### src/rtl/display_pkg.sv
// Shared types and constants for the 7-segment scan controller.
// Latency: n/a (declarations only).
// Backpressure: n/a.
// Contents: FSM state enum, blank codes, and the active-low BCD segment table.
package display_pkg;

    typedef enum logic [1:0] {
        IDLE  = 2'd0,
        SCAN  = 2'd1,
        GUARD = 2'd2
    } state_t;

    // All segments off (active-low), and the BCD code that decodes to it.
    localparam logic [6:0] SEG_BLANK = 7'h7F;
    localparam logic [3:0] BCD_BLANK = 4'hF;

    // Active-low pattern, bit order a[6] b[5] c[4] d[3] e[2] f[1] g[0].
    // Non-decimal codes render dark.
    function automatic logic [6:0] seg7_pattern(input logic [3:0] code);
        logic [6:0] pat;
        case (code)
            4'd0:    pat = 7'h01;
            4'd1:    pat = 7'h4F;
            4'd2:    pat = 7'h12;
            4'd3:    pat = 7'h06;
            4'd4:    pat = 7'h4C;
            4'd5:    pat = 7'h24;
            4'd6:    pat = 7'h20;
            4'd7:    pat = 7'h0F;
            4'd8:    pat = 7'h00;
            4'd9:    pat = 7'h04;
            default: pat = SEG_BLANK;
        endcase
        return pat;
    endfunction

endpackage

### src/rtl/seg7_decode.sv
// BCD to active-low 7-segment decoder; codes 10-15 render blank.
// Latency: combinational, zero cycles.
// Backpressure: none.
// Ports: code (4-bit BCD in), seg (7-bit active-low pattern out).
module seg7_decode
    import display_pkg::*;
(
    input  logic [3:0] code,
    output logic [6:0] seg
);

    always_comb begin
        seg = seg7_pattern(code);
    end

endmodule

### src/rtl/display_scan_ctrl.sv
// Time-multiplexed scan controller for NUM_DIGITS common-anode digits with a double-buffered BCD word.
// Latency: all outputs registered; a host load is shown from the next frame boundary (same edge if coincident).
// Backpressure: none; load is a fire-and-forget strobe, the last load before a boundary wins.
// Ports: clk, rst_n (async active-low), enable, load, data_in[4*NUM_DIGITS] ->
//        digit_sel (active-low, one-hot-low), seg (active-low a..g), frame_done (pulse), update_pending.
// Build option: define LEADING_ZERO_BLANK_EN to darken leading zero digits (digit 0 always shown).
module display_scan_ctrl
    import display_pkg::*;
#(
    parameter int NUM_DIGITS   = 4,
    parameter int CLK_DIV      = 50000,
    parameter int BLANK_CYCLES = 500
) (
    input  logic                    clk,
    input  logic                    rst_n,
    input  logic                    enable,
    input  logic                    load,
    input  logic [4*NUM_DIGITS-1:0] data_in,
    output logic [NUM_DIGITS-1:0]   digit_sel,
    output logic [6:0]              seg,
    output logic                    frame_done,
    output logic                    update_pending
);

    localparam int CNT_W  = $clog2(CLK_DIV);
    localparam int IDX_W  = $clog2(NUM_DIGITS);
    localparam int DATA_W = 4 * NUM_DIGITS;

    // Terminal counts for the lit and dark parts of a slot.
    localparam logic [CNT_W-1:0] SCAN_LAST  = CNT_W'(CLK_DIV - BLANK_CYCLES - 1);
    localparam logic [CNT_W-1:0] GUARD_LAST = CNT_W'((BLANK_CYCLES > 0) ? BLANK_CYCLES - 1 : 0);
    localparam logic [IDX_W-1:0] IDX_LAST   = IDX_W'(NUM_DIGITS - 1);
    localparam logic [DATA_W-1:0] BUF_RESET = {NUM_DIGITS{BCD_BLANK}};

    state_t                state_q, state_d;
    logic [CNT_W-1:0]      cnt_q, cnt_d;
    logic [IDX_W-1:0]      idx_q, idx_d;
    logic [DATA_W-1:0]     shadow_q, shadow_d;
    logic [DATA_W-1:0]     active_q, active_d;
    logic                  pending_q, pending_d;
    logic [NUM_DIGITS-1:0] digit_sel_q, digit_sel_d;
    logic [6:0]            seg_q, seg_d;
    logic                  frame_done_q, frame_done_d;

    logic                  advance;
    logic                  boundary;
    logic [3:0]            cur_code;
    logic [6:0]            dec_seg;
    logic                  suppress;

    // ------------------------------------------------------------------
    // State register
    // ------------------------------------------------------------------
    always_ff @(posedge clk or negedge rst_n) begin
        if (!rst_n) begin
            state_q      <= IDLE;
            cnt_q        <= '0;
            idx_q        <= '0;
            shadow_q     <= BUF_RESET;
            active_q     <= BUF_RESET;
            pending_q    <= 1'b0;
            digit_sel_q  <= '1;
            seg_q        <= SEG_BLANK;
            frame_done_q <= 1'b0;
        end else begin
            state_q      <= state_d;
            cnt_q        <= cnt_d;
            idx_q        <= idx_d;
            shadow_q     <= shadow_d;
            active_q     <= active_d;
            pending_q    <= pending_d;
            digit_sel_q  <= digit_sel_d;
            seg_q        <= seg_d;
            frame_done_q <= frame_done_d;
        end
    end

    // ------------------------------------------------------------------
    // Next-state logic: slot timing, digit index, buffer commit
    // ------------------------------------------------------------------
    always_comb begin
        state_d   = state_q;
        cnt_d     = cnt_q;
        idx_d     = idx_q;
        shadow_d  = shadow_q;
        active_d  = active_q;
        pending_d = pending_q;
        advance   = 1'b0;
        boundary  = 1'b0;

        if (load) begin
            shadow_d  = data_in;
            pending_d = 1'b1;
        end

        if (!enable) begin
            // Disable wins over everything in flight, including a boundary.
            state_d = IDLE;
            cnt_d   = '0;
            idx_d   = '0;
        end else begin
            case (state_q)
                IDLE: begin
                    state_d = SCAN;
                    cnt_d   = '0;
                    idx_d   = '0;
                end
                SCAN: begin
                    if (cnt_q == SCAN_LAST) begin
                        cnt_d = '0;
                        if (BLANK_CYCLES == 0) begin
                            advance = 1'b1;
                        end else begin
                            state_d = GUARD;
                        end
                    end else begin
                        cnt_d = cnt_q + 1'b1;
                    end
                end
                GUARD: begin
                    if (cnt_q == GUARD_LAST) begin
                        cnt_d   = '0;
                        advance = 1'b1;
                    end else begin
                        cnt_d = cnt_q + 1'b1;
                    end
                end
                default: begin
                    state_d = IDLE;
                    cnt_d   = '0;
                    idx_d   = '0;
                end
            endcase

            if (advance) begin
                state_d = SCAN;
                if (idx_q == IDX_LAST) begin
                    idx_d    = '0;
                    boundary = 1'b1;
                end else begin
                    idx_d = idx_q + 1'b1;
                end
            end
        end

        // A load on the boundary edge bypasses the shadow so it is never lost.
        if (boundary) begin
            if (load) begin
                active_d  = data_in;
                pending_d = 1'b0;
            end else if (pending_q) begin
                active_d  = shadow_q;
                pending_d = 1'b0;
            end
        end
    end

    // ------------------------------------------------------------------
    // Output logic. Decode from the next-state buffer and index so the
    // registered segments match the digit being enabled on the same edge,
    // including data committed on that very edge.
    // ------------------------------------------------------------------
    always_comb begin
        cur_code = BCD_BLANK;
        for (int i = 0; i < NUM_DIGITS; i++) begin
            if (idx_d == IDX_W'(i)) begin
                cur_code = active_d[4*i +: 4];
            end
        end
    end

    seg7_decode u_seg7_decode (
        .code (cur_code),
        .seg  (dec_seg)
    );

`ifdef LEADING_ZERO_BLANK_EN
    logic [NUM_DIGITS-1:0] lz_mask;
    logic                  upper_zero;

    // lz_mask[k] = digit k and every digit above it are zero.
    always_comb begin
        upper_zero = 1'b1;
        lz_mask    = '0;
        for (int i = NUM_DIGITS - 1; i >= 0; i--) begin
            upper_zero = upper_zero & (active_d[4*i +: 4] == 4'd0);
            lz_mask[i] = upper_zero;
        end
        lz_mask[0] = 1'b0;
    end

    always_comb begin
        suppress = 1'b0;
        for (int i = 0; i < NUM_DIGITS; i++) begin
            if (idx_d == IDX_W'(i)) begin
                suppress = lz_mask[i];
            end
        end
    end
`else
    assign suppress = 1'b0;
`endif

    always_comb begin
        digit_sel_d  = '1;
        seg_d        = SEG_BLANK;
        frame_done_d = boundary;
        if (state_d == SCAN) begin
            for (int i = 0; i < NUM_DIGITS; i++) begin
                if (idx_d == IDX_W'(i)) begin
                    digit_sel_d[i] = 1'b0;
                end
            end
            seg_d = suppress ? SEG_BLANK : dec_seg;
        end
    end

    assign digit_sel      = digit_sel_q;
    assign seg            = seg_q;
    assign frame_done     = frame_done_q;
    assign update_pending = pending_q;

endmodule

### config.mk
export PLATFORM = sky130hd
export DESIGN_NAME = display_scan_ctrl
export DESIGN_NICKNAME = d
export VERILOG_FILES = /design/src/rtl/display_pkg.sv /design/src/rtl/seg7_decode.sv /design/src/rtl/display_scan_ctrl.sv
export SDC_FILE = /design/constraint.sdc
export NUM_CORES = 1
export LEC_CHECK = 0
export ABC_AREA = 0
export BUFFER_PORTS_ARGS = -buffer_cell sky130_fd_sc_hd__buf_2
export CELL_PAD_IN_SITES_DETAIL_PLACEMENT = 1
export CELL_PAD_IN_SITES_GLOBAL_PLACEMENT = 2
export CORE_UTILIZATION = 38
export CTS_BUF_LIST = sky130_fd_sc_hd__clkbuf_4
export DETAILED_ROUTE_END_ITERATION = 10
export PLACE_DENSITY = 0.88
export SETUP_SLACK_MARGIN = 0.02
export SYNTH_ARGS = -nofsm -noshare
export SYNTH_HDL_FRONTEND = slang
export SYNTH_SLANG_ARGS = --single-unit
### constraint.sdc
create_clock -name clk -period 3.67 [get_ports clk]
set_input_delay 0.5505 -clock clk [delete_from_list [all_inputs] [get_ports clk]]
set_output_delay 0.5505 -clock clk [all_outputs]
set_load 0.02 [all_outputs]
==> impl_metrics.py <==
metrics = {
    "synth": {
        "synth_warnings": 0,
        "synth-main-ff-cell": "dfstp_2",
        "synthMostInstantiatedCell": "dfstp_2",
        "syn_inst": 259,
        "synthesis.area_mm2": 0.003248,
        "synth_top_area_cell": "dfstp_2",
        "syn_nets": 291,
        "yosysTopAreaCellShare_pct": 34.78,
        "synth_edf_count": 0,
        "synthTopCellsByArea": "dfstp_2, dfrtp_1, mux2_2, ha_1, mux2i_1",
        "synth_cell_types": 47,
        "ys_ff_latch": 65,
        "yosys-top-cells-count": "dfstp_2, mux2_2, nor2_1, dfrtp_1",
        "synth_seq_area_share_pct": 51.73,
        "postSynthAreaPerCell_um2": 12.54,
        "synth_async_sr_flop_share_pct": 100.0,
    },
    "worst_setup_path": {
        "crit_slowest_cell": "or4b_4",
        "crit_path_start": "cnt_q[0]",
        "worst_path_most_repeated_cell": "ha_1",
        "worstPathRequired_ps": 4010,
        "reg2reg_from": "cnt_q[0]",
        "path_max_fanout": 10,
        "critPathMaxStageDelay_ps": 510,
        "path_cells": "ha_1, or4b_4, nor4_4, buf_6, mux2i_4, mux2_2, mux2i_2, inv_1, ha_1, and2_1, o311ai_2",
        "path_class": "reg2reg",
        "cp.arrival_ps": 3740,
        "start_kind": "register",
        "crit_path_end_kind": "register",
    },
    "timing": {
        "setup_viol_count_final": 0,
        "slew_headroom_pct": 37.87,
        "fin_crit_ps": 3406,
        "hold_viol_final": 0,
        "tightest_slew_ps": 932.0,
        "finalClockSkew_ps": 17.03,
        "rsz0062_at_grt": "false",
        "fin_crit_sh_pct": 92.81,
        "max_freq_mhz": 293.6,
        "final_max_slew_viol_count": 0,
        "setup_tns_ps": 0,
    },
    "routing": {
        "wl_per_cell_um": 15.95,
        "drc": 0,
        "highest_layer": "met4",
        "vias": 2094,
        "postRouteAntennaNets": 0,
        "drt_first_iter_violations": 33,
        "wl_met2_um": 3066,
        "viasPerCell": 5.058,
        "drt_first_pass_iters": 4,
        "wl_met3_um": 168,
        "totalWireLength_um": 6602,
        "wl_met1_um": 3244,
    },
    "clocking": {
        "cts_setup_buffers": 0,
        "clockBufferDepth": 2,
        "cts_tree": "yes",
        "clk_pin_slew_ps": 120,
        "htree_num_levels": 3,
        "cts_root_buf": "clkbuf_4",
        "cts_buffers": 9,
        "clkSinkCount": 65,
        "clkLatencyLatePin_ps": 420,
    },
    "floorplanning": {
        "die-area_mm2": 0.008922,
        "dieHeight_um": 94.46,
        "die_w_um": 94.46,
        "initial_utilization_pct": 39.33,
        "ios": 33,
        "num_rows": 33,
        "core-area_mm2": 0.008258,
    },
    "placement": {
        "port_buffers": 32,
        "gp_routability_congestion": 0.7627,
        "dp_hpwl_um": 4841,
    },
    "global_routing": {
        "grt_pass1_vias": 2168,
        "grt_max_degree": 43,
        "track_usage_pct": 16.29,
        "antenna_found_initial": 0,
        "grt_remaining_overflow": 0,
        "grt_pass1_wl_um": 10850,
    },
    "layout": {
        "antennaDiodeCount": 0,
        "drive_gt1_share_pct": 44.98,
        "fin_nets": 336,
        "area_delta_synth_final_pct": 14.56,
    },
    "power": {
        "powerDensity_mw_per_mm2": 380.3,
        "power.leakage_nw": 1.583,
        "ir_drop_v": 0.0001902,
        "total_power_mw": 1.415,
    },
    "status": {
        "status": "finished clean",
    },
    "job": {
        "max_cap_viol_count": 0,
    },
    "min_path": {
        "hold_class": "in2async",
    },
}
## placed cells by master (no fill, tap or decap), types with 5 or more instances in the layout
master	count
a21oi_1	6
and3_1	6
buf_2	32
buf_4	7
clkbuf_4	9
dfrtp_1	22
dfstp_2	43
ha_1	12
inv_1	14
mux2_2	25
mux2i_1	13
mux2i_4	5
nand2_1	9
nand3_1	12
nor2_1	24
xnor2_1	9
xor2_1	6
## logic make-up after synthesis
logic type	count (synthesis)	synth area share, %
XOR/XNOR	15	4.045
multiplexers	45	16.87
AND/OR/NAND/NOR	78	13.56
adder cells (fa/ha/maj)	12	4.622
flip-flops	65	51.73
buffers and inverters	22	3.582
AO/OA/AOI/OAI	22	5.586
## per-layer routing
layer,vias to the layer above,global-route usage (%)
met4,0,7.197
li1,991,-
met1,1062,22.69
met2,30,24.70
met3,11,2.979
met5,-,0
## sequential cells by signal, summed over array words and instances (netlist names)
register	cells
active_q	16
cnt_q	16
shadow_q	16
seg	7
digit_sel	4
idx_q	2
state_q	2
frame_done	1
update_pending	1
## power by group
| part | total (mW) | switching, mW | internal, mW |
|---|---|---|---|
| logic | 0.0942 | 0.0575 | 0.0367 |
| registers | 0.767 | 0.00776 | 0.759 |
| clock network | 0.554 | 0.277 | 0.277 |
| total | 1.42 | 0.342 | 1.07 |
## critical path: cells and delay by family, from the launching register on
| family | cells | cell delay, ps |
|---|---|---|
| AND/OR/NAND/NOR | 3 | 970 |
| AO/OA/AOI/OAI | 1 | 250 |
| adder cells (fa/ha/maj) | 2 | 530 |
| multiplexers | 3 | 820 |
| flip-flops | 1 | 410 |
| buffers and inverters | 2 | 330 |
## metrics by stage
step           instance area, um^2  std cells  setup WS, ps  util (%)  hold WS (ps)
2_1_floorplan                 3248        259         209.4         -         254.9
3_3_place_gp                  3548        398         299.0     42.97         467.6
3_5_place_dp                  3548        398         146.1     42.97         483.8
4_1_cts                       3709        414         129.1     44.91         287.1
5_1_grt                       3721        414         29.59     45.06         316.2
6_report                      3721        414         264.0     45.06         258.9
## final timing paths
path,slack (ps),end,cells after the start
max in group asynchronous,2500,digit_sel[2],2
min,260,idx_q[0],1
max,260,seg[3],11
min in group clk,380,shadow_q[15],2
min reg2reg,500,cnt_q[0],1
max reg2reg,260,seg[3],11
## final cells by class
class                   count  area (um^2)
clock buffers               9        67.56
clock inverters             7        92.59
fillers                   917         4537
inverters                  15        57.56
multi-input cells         172         1456
flip-flops and latches     65         1680
well taps                 105        131.4
repair buffers             41        235.2
## repair_timing
| action | 4_1_cts | 5_1_grt |
|---|---|---|
| endpoints found under the setup margin | 0 | 3 |
| gates resized for setup | 0 | 4 |
| hold buffers | 0 | 0 |
No activity file was read; power rests on OpenSTA's default activity.
